`src/rtl/cla_addsub_pipe.sv`:
```
// cla_addsub_pipe: pipelined carry-lookahead adder/subtractor with a
// ready/valid handshake. Each pipeline stage resolves one slice of 4-bit
// groups. The slice carry-out is registered and consumed by the next stage,
// so no carry ripples across slice boundaries within a cycle.
module cla_addsub_pipe #(
  parameter int WIDTH  = 32,
  parameter int STAGES = 2
) (
  input  logic             clock,
  input  logic             clear,
  input  logic             in_valid,
  output logic             in_ready,
  input  logic [WIDTH-1:0] x,
  input  logic [WIDTH-1:0] y,
  input  logic             sub,
  input  logic             use_cin,
  input  logic             cin,
  output logic             out_valid,
  input  logic             out_ready,
  output logic [WIDTH-1:0] s,
  output logic             cout,
  output logic             ovf,
  output logic             zero,
  output logic             neg
);
  localparam int NG  = WIDTH / 4;
  localparam int GPS = NG / STAGES;
  localparam int SW  = 4 * GPS;
  localparam int L   = STAGES - 1;

  // Group generate/propagate for one 4-bit group.
  function automatic logic [1:0] cla4_gp(input logic [3:0] a, input logic [3:0] b);
    logic [3:0] p;
    logic [3:0] g;
    p = a ^ b;
    g = a & b;
    return {g[3] | (p[3] & g[2]) | (p[3] & p[2] & g[1]) | (p[3] & p[2] & p[1] & g[0]), &p};
  endfunction

  // Sum of one 4-bit group with flattened in-group lookahead.
  function automatic logic [3:0] cla4_sum(input logic [3:0] a, input logic [3:0] b,
                                          input logic ci);
    logic [3:0] p;
    logic [3:0] g;
    logic [3:0] c;
    p    = a ^ b;
    g    = a & b;
    c[0] = ci;
    c[1] = g[0] | (p[0] & ci);
    c[2] = g[1] | (p[1] & g[0]) | (p[1] & p[0] & ci);
    c[3] = g[2] | (p[2] & g[1]) | (p[2] & p[1] & g[0]) | (p[2] & p[1] & p[0] & ci);
    return p ^ c;
  endfunction

  logic [WIDTH-1:0]  yb;
  logic              c0;
  logic [STAGES-1:0] v_q;
  logic [STAGES-1:0] v_in;
  logic [STAGES-1:0] load;
  logic [STAGES-1:0] move;
  logic [WIDTH-1:0]  s_nx;
  logic              a_msb;
  logic              b_msb;

  assign yb = sub ? ~y : y;
  assign c0 = use_cin ? cin : sub;

  // Backpressure chain: a stage loads when empty or when its entry advances.
  always_comb begin
    move = '0;
    load = '0;
    move[L] = v_q[L] & out_ready;
    load[L] = ~v_q[L] | move[L];
    for (int k = STAGES - 2; k >= 0; k--) begin
      move[k] = v_q[k] & load[k + 1];
      load[k] = ~v_q[k] | move[k];
    end
  end

  assign in_ready  = ~clear & load[0];
  assign out_valid = v_q[L];

  // Valid bits advance under the same load enables as the data.
  always_ff @(posedge clock) begin
    if (clear) begin
      v_q <= '0;
    end else begin
      for (int k = 0; k < STAGES; k++) begin
        if (load[k]) v_q[k] <= v_in[k];
      end
    end
  end

  for (genvar k = 0; k < STAGES; k++) begin : g_stg
    // Operand bits still pending at this stage and sum bits resolved so far.
    localparam int PW = WIDTH - k * SW;
    localparam int LW = (k + 1) * SW;

    logic [PW-1:0]  a_in;
    logic [PW-1:0]  b_in;
    logic           c_in;
    logic [SW-1:0]  slice_sum;
    logic [LW-1:0]  sum_nx;
    logic [LW-1:0]  sum_q;
    logic           c_q;
    logic [GPS-1:0] grp_g;
    logic [GPS-1:0] grp_p;
    logic [GPS:0]   grp_c;
    logic           term;
    logic           upd;

    if (k == 0) begin : g_src
      assign a_in    = x;
      assign b_in    = yb;
      assign c_in    = c0;
      assign v_in[0] = in_valid;
      assign sum_nx  = slice_sum;
    end else begin : g_src
      assign a_in    = g_stg[k-1].g_fwd.a_q;
      assign b_in    = g_stg[k-1].g_fwd.b_q;
      assign c_in    = g_stg[k-1].c_q;
      assign v_in[k] = v_q[k-1];
      assign sum_nx  = {slice_sum, g_stg[k-1].sum_q};
    end

    // Two-level lookahead: group carries as sum-of-products of G/P and c_in.
    always_comb begin
      grp_g     = '0;
      grp_p     = '0;
      grp_c     = '0;
      term      = 1'b0;
      slice_sum = '0;
      for (int j = 0; j < GPS; j++) begin
        {grp_g[j], grp_p[j]} = cla4_gp(a_in[4*j +: 4], b_in[4*j +: 4]);
      end
      grp_c[0] = c_in;
      for (int j = 1; j <= GPS; j++) begin
        term = c_in;
        for (int i = 0; i < j; i++) term = term & grp_p[i];
        grp_c[j] = term;
        for (int i = 0; i < j; i++) begin
          term = grp_g[i];
          for (int m = i + 1; m < j; m++) term = term & grp_p[m];
          grp_c[j] = grp_c[j] | term;
        end
      end
      for (int j = 0; j < GPS; j++) begin
        slice_sum[4*j +: 4] = cla4_sum(a_in[4*j +: 4], b_in[4*j +: 4], grp_c[j]);
      end
    end

    assign upd = load[k] & v_in[k];

    // Commit resolved sum bits and the slice carry when a valid entry arrives.
    always_ff @(posedge clock) begin
      if (clear) begin
        sum_q <= '0;
        c_q   <= 1'b0;
      end else if (upd) begin
        sum_q <= sum_nx;
        c_q   <= grp_c[GPS];
      end
    end

    if (k < STAGES - 1) begin : g_fwd
      logic [PW-SW-1:0] a_q;
      logic [PW-SW-1:0] b_q;
      // Carry the not-yet-summed operand bits to the next slice.
      always_ff @(posedge clock) begin
        if (upd) begin
          a_q <= a_in[PW-1:SW];
          b_q <= b_in[PW-1:SW];
        end
      end
    end
  end

  assign s_nx  = g_stg[L].sum_nx;
  assign a_msb = g_stg[L].a_in[SW-1];
  assign b_msb = g_stg[L].b_in[SW-1];
  assign s     = g_stg[L].sum_q;
  assign cout  = g_stg[L].c_q;

  // Flags are formed from the completed sum as it enters the last stage.
  always_ff @(posedge clock) begin
    if (clear) begin
      ovf  <= 1'b0;
      zero <= 1'b0;
      neg  <= 1'b0;
    end else if (load[L] & v_in[L]) begin
      ovf  <= (a_msb == b_msb) & (s_nx[WIDTH-1] != a_msb);
      zero <= ~|s_nx;
      neg  <= s_nx[WIDTH-1];
    end
  end
endmodule

```
`config.mk`:
```
export PLATFORM = sky130hd
export DESIGN_NAME = cla_addsub_pipe
export DESIGN_NICKNAME = d
export VERILOG_FILES = /design/src/rtl/cla_addsub_pipe.sv
export SDC_FILE = /design/constraint.sdc
export NUM_CORES = 1
export LEC_CHECK = 0
export ABC_AREA = 1
export CORE_MARGIN = 2
export CORE_UTILIZATION = 30
export CTS_CLUSTER_SIZE = 14
export DETAILED_ROUTE_END_ITERATION = 16
export PLACE_DENSITY_LB_ADDON = 0.05
export SLEW_MARGIN = 20
export SYNTH_ARGS = -nofsm -noshare
export SYNTH_HDL_FRONTEND = slang
export SYNTH_SLANG_ARGS = --single-unit
```
`constraint.sdc`:
```
create_clock -name clock -period 3.3 [get_ports clock]
set_input_delay 0.495 -clock clock [delete_from_list [all_inputs] [get_ports clock]]
set_output_delay 0.495 -clock clock [all_outputs]
set_load 0.05 [all_outputs]
```
* Word level (Yosys, flattened, before mapping)
Cells that the tools add are included.
Cells by class: shift-type cells 0, $mul 0, divide/modulo/power cells 0, reductions and logical operators 10, bitwise operators 259, magnitude comparators 0, mux-type cells 2, equality and inequality tests 2, add/subtract/negate cells 0
Operators by type and width (number):
- bitwise AND 1 bit | 137
- bitwise OR 1 bit | 94
- bitwise XOR 4 bit | 16
- bitwise AND 4 bit | 8
- 2-to-1 mux 32 bit | 1
- NOT 32 bit | 1
- AND reduction 4 bit | 8
- OR reduction 32 bit | 1
- NOT 1 bit | 3
- == test 1 bit | 1
- zero test 1 bit | 1
- 2-to-1 mux 1 bit | 1
- inequality test 1 bit | 1
Storage, ports and cells: flip-flop bits (word level) 87, input bits 71, word-level logic and storage cells 284, memory bits (read-only) 0, latch bits 0, output and inout port bits 38, memories kept 0, memory bits (writable) 0

* Depth between registers and ports, before layout
depth in word-level cells 15, gate-level depth with buffers 18

* Worst setup path before layout
Ideal clock, no wire load.
kind input-to-reg, start point input sub, end point register g_stg[0].sum_q[9], path buffers 2, data arrival time 2.646 ns, path slack 0.527 ns, stages on the path 17, cells stage by stage buf_2 > buf_2 > xor2_1 > ha_1 > nand2_1 > inv_1 > nand3_1 > nand3_1 > o21ai_1 > nand2_1 > nand2_1 > nand2_1 > inv_1 > fa_1 > xnor2_1 > o21ai_0 > a21oi_1
On the way: word-level cells in the longest chain between the ends 12
Ends and longest elaborated chain:
- from (decl) | line 15 | input logic sub,
- 2-to-1 mux 32 bit | line 65 | assign yb = sub ? ~y : y;
- bitwise XOR 4 bit / bitwise AND 4 bit (equally long branches)
- bitwise AND 1 bit | line 37 | return {g[3] | (p[3] & g[2]) | (p[3] & p[2] & g[1]) | (p[3] & p[2] & p[1] & g[0]), &p};
- bitwise OR 1 bit / bitwise AND 1 bit (equally long branches) (2 in a row) | line 37
- bitwise OR 1 bit | line 37
- bitwise AND 1 bit | line 143 | for (int m = i + 1; m < j; m++) term = term & grp_p[m];
- bitwise OR 1 bit (2 in a row) | line 144 | grp_c[j] = grp_c[j] | term;
- bitwise AND 1 bit | line 49 | c[1] = g[0] | (p[0] & ci);
- bitwise OR 1 bit | line 49
- bitwise XOR 4 bit (*) | line 52 | return p ^ c;
- to (signal assigned) | line 160 | sum_q <= sum_nx;
- to (decl) | line 104 | logic [LW-1:0] sum_q;
Every way passes the cells marked *; elsewhere a longest branch is shown, timed or not. A chain may end at the register's enable or synchronous reset.

* Final worst setup path
start point register g_stg[0].g_fwd.a_q[3], end point register zero
RTL lines:
- from (decl) | line 166 | logic [PW-SW-1:0] a_q;
- from (signal assigned) | line 171 | a_q <= a_in[PW-1:SW];
- bitwise XOR 4 bit | line 35 | p = a ^ b;
- bitwise AND 1 bit | line 37
- bitwise OR 1 bit / bitwise AND 1 bit (equally long branches) (2 in a row) | line 37
- bitwise OR 1 bit | line 37
- bitwise AND 1 bit (2 in a row) | line 143
- bitwise OR 1 bit (*) (3 in a row) | line 144
- bitwise XOR 4 bit (*) | line 52
- net g_stg[1].slice_sum[12] | line 102 | logic [SW-1:0] slice_sum;
- OR reduction 32 bit (*) | line 192 | zero <= ~|s_nx;
- zero test 1 bit (*) | line 192
- to (signal assigned) | line 192
- to (decl) | line 23 | output logic zero,
The timed path passes the listed nets; every way through them passes the cells marked *.

==> metrics.yaml <==
logic_synthesis:
  yosysWarnings: 0
  synth_flop_cell: "dfxtp_1"
  synth_area_mm2: 0.00487
  synth.most_common_cell: "inv_1"
  synth_top_area_cell: "dfxtp_1"
  netlist.area_leader.share_pct: 22.2
  synthArstFlopShare_pct: 0
  synthTopCellsByArea: "dfxtp_1 22%, edfxtp_1 20%, ha_1 8.2%"
  syn_area_per_cell_um2: 8.68
  synth-seq-cells: 86
  synth_seq_area_share_pct: 41.9
  ys_types: 39
  syn_inst: 561
  synth-edff-count: 32
  syn-num-nets: 672
  ys_top_cells_by_count: "78 x inv_1, 63 x nand2_1, 54 x dfxtp_1"
grt:
  overflow: 0
  grt_max_degree: 43
  grt_pass1_wl_um: 19300
  antenna_found_initial: 0
  grt_usage_pct: 13.9
  grt_pass1_vias: 3794
cts:
  cts_hold_buf: 0
  clockRootBuffer: "clkbuf_16"
  clock_latency_ns: 0.34
  clock_path_buffers: 2
  clock-sinks: 86
  cts_resized: 0
  htreeDepth: 3
  clk_pin_slew_ns: 0.06
  numCtsBuffers: 9
  cts_tree: "yes"
  post-cts-setup-buffers: 0
floorplan:
  pin_count: 109
  start_util_pct: 30.7
  core.rowCount: 46
  die_h_um: 131
  coreArea_mm2: 0.0159
  die_width_um: 131
  die-area_mm2: 0.0173
setup_path:
  timing.critical_path.mode_cell: "nand2_1"
  crit_chain: "ha_1, nand2_1, nand2_1, nor2_2, nand2_1, nand3_1, nand4_2, fa_1, inv_1, nand3_1, nor3_1, nand4_1, nor2_2, nand2_1, nor2_2, nand3_2, a21oi_2"
  cpMaxStageDelayCell: "fa_1"
  worstPathMaxFanout: 4
  crit_type: "register to register"
  cp-end-kind: "register"
  r2r_setup_slack_ns: 0.33
  critPathLaunchType: "register"
  arrival_ns: 3.25
  worstPathRequired_ns: 3.58
  cpPeakStageDelay_ns: 0.48
timing:
  fmax_ghz: 0.336
  worst_pin_slew_ns: 0.522
  slew_headroom_pct: 65.1
  rsz0062_at_grt: "false"
  hold_violations: 0
  fin_crit_sh_pct: 90.1
  setup_violations: 0
  period_minus_slack_ns: 2.97
  drv_slew: 0
  fin_skew_ns: 0.0101
  tns_ns: 0
layout:
  drive_gt1_share_pct: 9.08
  syn2layout_area_growth_pct: 32.7
  finish.net_count: 778
  num_antenna_cells: 0
  final_cell_area_mm2: 0.00646
place:
  dpl.hpwl_um: 8900
  placed_area_mm2: 0.00619
  globalplace.congestion: 0.825
  numPortBuffers: 108
pwr:
  max-vdd-ir-drop_v: 0.000200
  switching_power_mw: 1.00
  switching_share_pct: 32.4
  pwr-share-comb_pct: 29.3
  p_leak_nw: 2.81
  p_per_area_mw_per_mm2: 478
  power_mw: 3.09
  clkPwrFrac_pct: 30.6
  seqPwrFrac_pct: 40.1
  internal-power_mw: 2.09
drt:
  vias: 3887
  detail_route.iter0.violations: 207
  avgRoutedWirePerCell_um: 13.1
  drc: 0
  avgViaCountPerCell: 4.38
  dr.pass1.iters: 6
  drt.antenna.violating_nets: 0
  finalWirelength_um: 11600
flow_run:
  cap_violations: 0
worst_hold_path:
  hold_class: "register to register"
run_status:
  status: "finished, final reports clean"
cells in the final DEF (no fill, tap or decap), types with 9 or more instances in the layout:
cell type	netlist	layout
clkdlybuf4s50_1	0	106
nand2_2	17	17
xnor2_1	12	12
ha_1	32	32
inv_1	78	79
xor2_1	33	33
dfxtp_1	54	54
edfxtp_1	32	32
nand2_1	63	63
o21ai_0	44	44
clkbuf_16	0	9
nand3_1	24	24
nor2_1	34	34
a21oi_1	52	52
registers in the layout, indices dropped and copies added, names as in the netlist:
signal,flops
g_stg.g_fwd.b_q,16
ovf,1
g_stg.c_q,1
cout,1
g_stg.sum_q,16
zero,1
s,32
g_stg.g_fwd.a_q,16
v_q,2
metrics by stage:
stage / setup WS, ns / utilization, % / hold WS [ns] / instances
floorplan: 0.527 / - / 0.440 / 561
global placement: 0.332 / 39.0 / 0.464 / 872
detailed placement: 0.235 / 39.0 / 0.462 / 872
CTS: 0.290 / 40.7 / 0.471 / 888
global route: 0.0669 / 40.7 / 0.484 / 888
finish: 0.327 / 40.7 / 0.469 / 888
worst max-delay path: cells and delay by family, from the launching register on:
family                     cells  cell delay [ns]
DFF                            1             0.37
buffers and inverters          1             0.10
adders and majority gates      2             0.84
and+or+nand+nor               13             1.48
AOI/OAI and AO/OA              1             0.11
layout make-up:
class | count | area [um^2]
Clock buffer | 10 | 239
Multi-Input combinational cell | 375 | 2430
Sequential cell | 86 | 2040
Fill cell | 1591 | 9420
Timing Repair Buffer | 116 | 1150
Inverter | 79 | 297
Clock inverter | 6 | 37.5
Tap cell | 216 | 270
final timing paths:
| path | startpoint | depth (start not counted) | end |
|---|---|---|---|
| min reg2reg | ovf | 2 | ovf |
| min | ovf | 2 | ovf |
| max | g_stg[0].g_fwd.a_q[3] | 17 | zero |
| max reg2reg | g_stg[0].g_fwd.a_q[3] | 17 | zero |
cells by family (layout without fill, tap and decap cells):
kind of cell / count (synthesis) / after routing / share of synthesized area (%)
adder cells (fa/ha/maj): 40 / 40 / 11.5
AND/OR/NAND/NOR: 175 / 175 / 17.5
flip-flops: 86 / 86 / 41.9
buffers and inverters: 100 / 211 / 8.29
XOR/XNOR: 45 / 45 / 8.09
AO/OA/AOI/OAI: 115 / 115 / 12.7
layer usage:
metal	track usage [%]	up-vias	wire length, um
met4	4.17	0	130
met2	21.4	97	5140
met5	0	-	0
li1	-	2054	-
met1	19.4	1725	5820
met3	3.28	11	536
power groups by stage:
stage                     registers, mW  clock network [mW]  logic [mW]
after floorplan                    1.37                   0       0.501
after global placement             1.27                   0       0.909
after detailed placement           1.26                   0       0.913
after CTS                          1.24               0.978       0.917
after global routing               1.25                1.02        1.01
final                              1.24               0.945       0.904
No activity file was read; power rests on OpenSTA's default activity.
